### src/rtl/fetch_stage.sv
// -----------------------------------------------------------------------------
// fetch_stage
//
// Instruction-fetch stage of a 5-stage in-order pipeline. Owns the program
// counter and the IF/ID pipeline register.
//
//   * PC priority:    redirect > (stall_pc | !imem_ready) > PC+4
//   * IF/ID priority: redirect (bubble) > stall_if_id (hold)
//                     > !imem_ready (bubble) > capture
//
// Parameters
//   RESET_PC    fetch address loaded while rst is high
//   NOP_INSTR   encoding used for pipeline bubbles (addi x0,x0,0)
//
// Ports
//   clk          rising-edge clock
//   rst          asynchronous active-high reset
//   stall_pc     hold the PC (load-use stall)
//   stall_if_id  hold the IF/ID register (load-use stall)
//   redirect     taken branch/jump resolved in EX: reload PC, flush IF/ID
//   redirect_pc  branch/jump target (low two bits ignored)
//   imem_addr    instruction memory address (the PC register itself)
//   imem_rdata   instruction word for imem_addr
//   imem_ready   imem_rdata is valid this cycle
//   if_id_pc     PC of the instruction held in IF/ID
//   if_id_instr  instruction held in IF/ID
//   if_id_valid  IF/ID holds a real instruction (0 = bubble)
//   if_id_rs1    source register field instr[19:15]
//   if_id_rs2    source register field instr[24:20]
// -----------------------------------------------------------------------------
module fetch_stage #(
  parameter logic [31:0] RESET_PC  = 32'h0000_0000,
  parameter logic [31:0] NOP_INSTR = 32'h0000_0013
) (
  input  logic        clk,
  input  logic        rst,
  input  logic        stall_pc,
  input  logic        stall_if_id,
  input  logic        redirect,
  input  logic [31:0] redirect_pc,
  output logic [31:0] imem_addr,
  input  logic [31:0] imem_rdata,
  input  logic        imem_ready,
  output logic [31:0] if_id_pc,
  output logic [31:0] if_id_instr,
  output logic        if_id_valid,
  output logic [4:0]  if_id_rs1,
  output logic [4:0]  if_id_rs2
);

  logic [31:0] pc_q, pc_d;
  logic [31:0] if_pc_q, if_pc_d;
  logic [31:0] if_instr_q, if_instr_d;
  logic        if_valid_q, if_valid_d;

  // PC next state. A redirect beats every hold condition so a taken branch
  // is never lost behind a memory wait or a load-use stall.
  always_comb begin
    // NOTE: every signal gets a default before the branches; a path that
    // leaves one unassigned would infer a latch.
    pc_d = pc_q;
    if (redirect) begin
      pc_d = {redirect_pc[31:2], 2'b00};
    end else if (!stall_pc && imem_ready) begin
      pc_d = pc_q + 32'd4;  // wraps naturally modulo 2^32
    end
  end

  // IF/ID next state. On redirect the pc field is left alone: only the
  // instruction/valid pair matters for a bubble.
  always_comb begin
    if_pc_d    = if_pc_q;
    if_instr_d = if_instr_q;
    if_valid_d = if_valid_q;
    if (redirect) begin
      if_instr_d = NOP_INSTR;
      if_valid_d = 1'b0;
    end else if (stall_if_id) begin
      // hold everything
    end else if (!imem_ready) begin
      if_pc_d    = pc_q;
      if_instr_d = NOP_INSTR;
      if_valid_d = 1'b0;
    end else begin
      if_pc_d    = pc_q;
      if_instr_d = imem_rdata;
      if_valid_d = 1'b1;
    end
  end

  // NOTE: state registers use non-blocking assignments so every flop samples
  // the pre-edge values regardless of process ordering.
  always_ff @(posedge clk or posedge rst) begin
    if (rst) begin
      pc_q       <= RESET_PC;
      if_pc_q    <= 32'h0000_0000;
      if_instr_q <= NOP_INSTR;
      if_valid_q <= 1'b0;
    end else begin
      pc_q       <= pc_d;
      if_pc_q    <= if_pc_d;
      if_instr_q <= if_instr_d;
      if_valid_q <= if_valid_d;
    end
  end

  assign imem_addr   = pc_q;
  assign if_id_pc    = if_pc_q;
  assign if_id_instr = if_instr_q;
  assign if_id_valid = if_valid_q;
  assign if_id_rs1   = if_instr_q[19:15];
  assign if_id_rs2   = if_instr_q[24:20];

endmodule

### config.mk
export PLATFORM = sky130hd
export DESIGN_NAME = fetch_stage
export DESIGN_NICKNAME = d
export VERILOG_FILES = /design/src/rtl/fetch_stage.sv
export SDC_FILE = /design/constraint.sdc
export NUM_CORES = 1
export LEC_CHECK = 0
export ABC_CLOCK_PERIOD_IN_PS = 5600
export BUFFER_PORTS_ARGS = -buffer_cell sky130_fd_sc_hd__buf_4
export CAP_MARGIN = 20
export CORE_MARGIN = 2
export CORE_UTILIZATION = 40
export CTS_CLUSTER_SIZE = 14
export DETAILED_ROUTE_END_ITERATION = 12
export GPL_ROUTABILITY_DRIVEN = 1
export PLACE_DENSITY_LB_ADDON = 0.12
export SETUP_SLACK_MARGIN = 0.1
export SYNTH_ARGS = -nofsm -noshare
export SYNTH_HDL_FRONTEND = slang
export SYNTH_SLANG_ARGS = --single-unit
### constraint.sdc
create_clock -name clk -period 5.6 [get_ports clk]
set_input_delay 0.56 -clock clk [delete_from_list [all_inputs] [get_ports clk]]
set_output_delay 0.56 -clock clk [all_outputs]
set_load 0.05 [all_outputs]
## Yosys cells after proc, flatten, opt, wreduce, memory -nomap -nowiden

Cells that the tools add are included.

- Bits in read-only memories: 0
- Bits of input ports: 70
- Output and inout bits: 107
- Register bits after elaboration: 97
- Latch bits: 0
- Memory bits (writable): 0
- Memories: 0
- Logic and storage cells: 20

- Shifts and indexed selects: 0
- Bitwise gates (word level): 2
- Multipliers: 0
- Reduce and logical (&&, ||, !) cells: 4
- Order comparisons: 0
- Add/sub/neg operators: 1
- Mux-type cells: 8
- Div/mod/pow operators: 0
- Equality and inequality tests: 1

Operator list:

| operator | count |
|---|---|
| two-way mux 32 bit | 5 |
| adder 32 x 3 -> 32 bit (second input constant) | 1 |
| two-way mux 1 bit | 3 |
| inequality test 2 x 1 -> 1 bit (second input constant) | 1 |
| NOT 1 bit | 2 |
| AND reduction 2 bit | 1 |
| nonzero test 2 bit | 1 |
| logical AND 1 bit | 1 |
| zero test 1 bit | 1 |

## Longest topological paths before layout

- Word-level depth: 4
- Depth in mapped cells: 7
- Mapped depth without buffers: 5

## Worst setup path after synthesis

No wires, ideal clock.

- Path type: register to register
- From: reg pc_q[2], in the netlist imem_addr[2]
- To: reg pc_q[20], in the netlist imem_addr[20]
- Required time: 5.518 ns
- Arrival: 2.434 ns
- Setup slack: 3.084 ns
- Path buffers: 1
- Clock period less this slack: 2.516 ns
- Cell stages (with the launch flop): 7
- Cell sequence: dfrtp_1 -> ha_1 -> nand3b_1 -> or4_4 -> buf_6 -> or4_1 -> a31oi_1

- Cells in the longest elaborated chain, start to end: 3

Ends and longest elaborated chain:

| element | line | RTL |
|---|---|---|
| start: declaration | 51 | `logic [31:0] pc_q, pc_d;` |
| start signal: assignment | 100 | `pc_q <= pc_d;` |
| adder 32 x 3 -> 32 bit | 65 | `pc_d = pc_q + 32'd4;` |
| two-way mux 32 bit | 64 | `end else if (!stall_pc && imem_ready) begin` |
| two-way mux 32 bit | 62 | `if (redirect) begin` |

No other way between the ends. The select of a mux whose other input is x is not followed.
A chain may end at the register's enable or synchronous reset.

## Worst setup path after layout

- From: reg pc_q[2], in the netlist imem_addr[2]
- To: reg pc_q[14], in the netlist imem_addr[14]

The elaborated chain is that of the path after synthesis.

==> results.py <==
metrics = {
    "status": {
        "status": "finished, final reports clean",
    },
    "placed_design": {
        "portBuffers": 170,
        "globalplace.congestion": 0.7802,
        "place_inst": 641,
        "hpwl_um": 7668,
        "dpl_worst_slack_ns": 2.664,
    },
    "layout": {
        "fin_util_pct": 56.38,
        "synthToLayoutAreaGrowth_pct": 38.18,
        "drive_gt1_share_pct": 43.87,
        "antennaDiodeCount": 0,
        "num-fill-cells": 934,
        "stdcell_count": 658,
        "fin_nets": 588,
    },
    "logic_synthesis": {
        "ys_async_sr_fraction_pct": 100.0,
        "synthTopCellsByArea": "dfrtp_1 54%, mux2_2 8.1%, a22o_1 6.1%",
        "synth_edf_count": 0,
        "syn_area_um2": 4155,
        "synth_top_area_share_pct": 54.20,
        "yosysWarnings": 0,
        "synth_ff_type": "dfrtp_1",
        "avgSynthCellArea_um2": 11.38,
        "seq_area_frac_synth_pct": 56.10,
        "ys_ff_latch": 93,
        "synth_cell_types": 42,
        "yosysTopAreaCell": "dfrtp_1",
        "netlist_instances": 365,
    },
    "die": {
        "core_region_area_um2": 10180,
        "io_pins": 177,
        "dieWidth_um": 105.9,
        "placementRows": 37,
        "start_util_pct": 40.80,
        "die_h_um": 105.9,
        "die-area_um2": 11220,
    },
    "detailed_routing": {
        "routed_wl_um": 10790,
        "antenna_left": 0,
        "drc": 0,
        "wl_per_cell_um": 16.40,
        "first_iter_violations": 154,
        "via_per_inst": 5.239,
        "dr.pass1.iters": 4,
        "vias": 3447,
    },
    "power_and_ir_drop": {
        "p_per_area_nw_per_um2": 333.8,
        "irDropWorstVdd_v": 0.0001742,
        "p_leak_uw": 0.002658,
    },
    "clock_network": {
        "cts_tree": "yes",
        "cts_setup_buffers": 0,
        "path_clk_slew_ns": 0.10,
        "clkLatencyLatePin_ns": 0.35,
        "cts.sinks": 93,
        "ctsHoldBuffers": 0,
        "cts_buffers": 9,
        "post_cts_resize_count": 0,
        "clk_path_buf_depth": 2,
        "htree_levels": 3,
        "root_buffer": "clkbuf_8",
    },
    "sta": {
        "final-hold-violation-count": 0,
        "fin_skew_ns": 0.01155,
        "finalCritPeriodShare_pct": 43.40,
        "rsz0062_at_grt": "no",
        "min_period_ns": 2.431,
        "maxSlewHeadroom_pct": 28.70,
        "finalSetupTns_ns": 0,
        "finalSetupViolations": 0,
        "max_freq_ghz": 0.4114,
        "holdWs_ns": 0.1961,
        "setup_ws_ns": 3.169,
        "worst_slew_pin_slew_ns": 1.060,
        "slew_violations": 0,
    },
    "worst_setup_path": {
        "end_kind": "flop",
        "r2r_slack_ns": 3.17,
        "cp_max_fo": 7,
        "required_ns": 5.85,
        "crit_buf_inv": 0,
        "cp-start-kind": "flop",
        "crit_chain": "ha_1, nand3b_1, nor4_1, a21oi_1, a211o_1",
        "slowest_stage": "nor4_1",
        "cp_top_family": "simple AND/OR/NAND/NOR gates",
        "worstPathArrival_ns": 2.68,
        "critical_path_class": "reg -> reg",
        "max_stage_delay_ns": 0.98,
    },
    "grt": {
        "grt_pass1_vias": 3289,
        "grt_start_max_net_pins": 61,
        "grt_pass1_wl_um": 17200,
        "grt_overflow_total": 0,
        "globalRouteTotalUtil_pct": 19.54,
        "antenna_found_initial": 0,
    },
    "min_path": {
        "holdCritPathClass": "in -> async",
    },
    "job": {
        "maxCapViolCount": 0,
    },
}
[per-stage QoR]
stage / area [um^2] / total power, uW
after floorplan: 4167 / 1191
after global placement: 5440 / 1377
final: 5742 / 1917
after global routing: 5742 / 2004
after detailed placement: 5468 / 1390
after CTS: 5714 / 1937
[synthesized netlist by cell type (3+ instances only)]
master	n
nor4_1	5
xnor2_1	9
o22a_1	3
nor3_1	5
inv_1	9
a31oi_1	13
clkbuf_1	18
or4_1	11
o21ai_0	15
nand4_1	9
nor2_1	21
nand2_1	30
buf_4	14
o31ai_1	9
mux2_2	30
a22o_1	29
dfstp_2	3
dfrtp_1	90
nand3_1	10
[placed cells by master (no fill, tap or decap), types with 3 or more instances in the layout]
| master | netlist | routed |
|---|---|---|
| a22o_1 | 29 | 29 |
| a31oi_1 | 13 | 13 |
| buf_4 | 14 | 171 |
| bufinv_16 | 0 | 3 |
| clkbuf_8 | 0 | 9 |
| conb_1 | 1 | 4 |
| dfrtp_1 | 90 | 90 |
| dfstp_2 | 3 | 3 |
| inv_1 | 9 | 8 |
| mux2_2 | 30 | 30 |
| nand2_1 | 30 | 30 |
| nand3_1 | 10 | 10 |
| nand4_1 | 9 | 9 |
| nor2_1 | 21 | 20 |
| nor3_1 | 5 | 5 |
| nor4_1 | 5 | 5 |
| o21ai_0 | 15 | 15 |
| o22a_1 | 3 | 3 |
| o31ai_1 | 9 | 9 |
| or4_1 | 11 | 11 |
| xnor2_1 | 9 | 9 |
[sequential cells by signal, summed over array words and instances, names as in the netlist]
register / flops
if_id_valid: 1
if_id_instr: 32
imem_addr: 30
if_id_pc: 30
[kinds of logic (layout without fill, tap and decap cells)]
| family | count (synthesis) | after routing | synth area share, % |
|---|---|---|---|
| buf+inv | 44 | 198 | 5.450 |
| compound gates | 78 | 78 | 13.82 |
| other cells | 1 | 4 | 0.09025 |
| fa+ha+maj | 1 | 1 | 0.3011 |
| mux | 31 | 31 | 8.371 |
| xor+xnor | 11 | 11 | 2.319 |
| flops | 93 | 93 | 56.10 |
| simple gates | 106 | 106 | 13.55 |
[power breakdown]
group          switching [uW]  internal (uW)  leakage (uW)
Sequential               64.0            741       0.00114
Combinational             378            190       0.00140
Clock                     245            299      0.000116
[final timing paths]
kind | start | to | depth (start not counted)
worst max-delay path | imem_addr[2]$_DFFE_PP0N_ | imem_addr[14]$_DFFE_PP0N_ | 5
worst min-delay path | rst | if_id_instr[31]$_DFFE_PP0P_ | 2
worst max register to register | imem_addr[2]$_DFFE_PP0N_ | imem_addr[14]$_DFFE_PP0N_ | 5
worst min register to register | if_id_valid$_DFFE_PP0P_ | if_id_valid$_DFFE_PP0P_ | 2
max in group asynchronous | rst | if_id_pc[2]$_DFFE_PP0P_ | 3
min in group clk | redirect_pc[7] | imem_addr[7]$_DFFE_PP0N_ | 3
[layer usage]
layer | up-vias | track usage (%) | part of all wire [%]
met5 | - | 0 | 0
met2 | 128 | 30.28 | 47
met4 | 0 | 5.733 | 1.6
met3 | 13 | 5.028 | 6.8
li1 | 1628 | - | -
met1 | 1678 | 27.23 | 44
[final cells by class]
| class | instances | area, um^2 | share of cell area (%) |
|---|---|---|---|
| Sequential cell | 93 | 2331 | 40.60 |
| Multi-Input combinational cell | 231 | 1619 | 28.20 |
| Timing Repair Buffer | 173 | 1339 | 23.32 |
| Tap cell | 136 | 170.2 | 2.964 |
| Clock buffer | 9 | 123.9 | 2.157 |
| Clock inverter | 7 | 122.6 | 2.136 |
| Inverter | 9 | 36.28 | 0.6319 |
No activity file was read; power rests on OpenSTA's default activity.
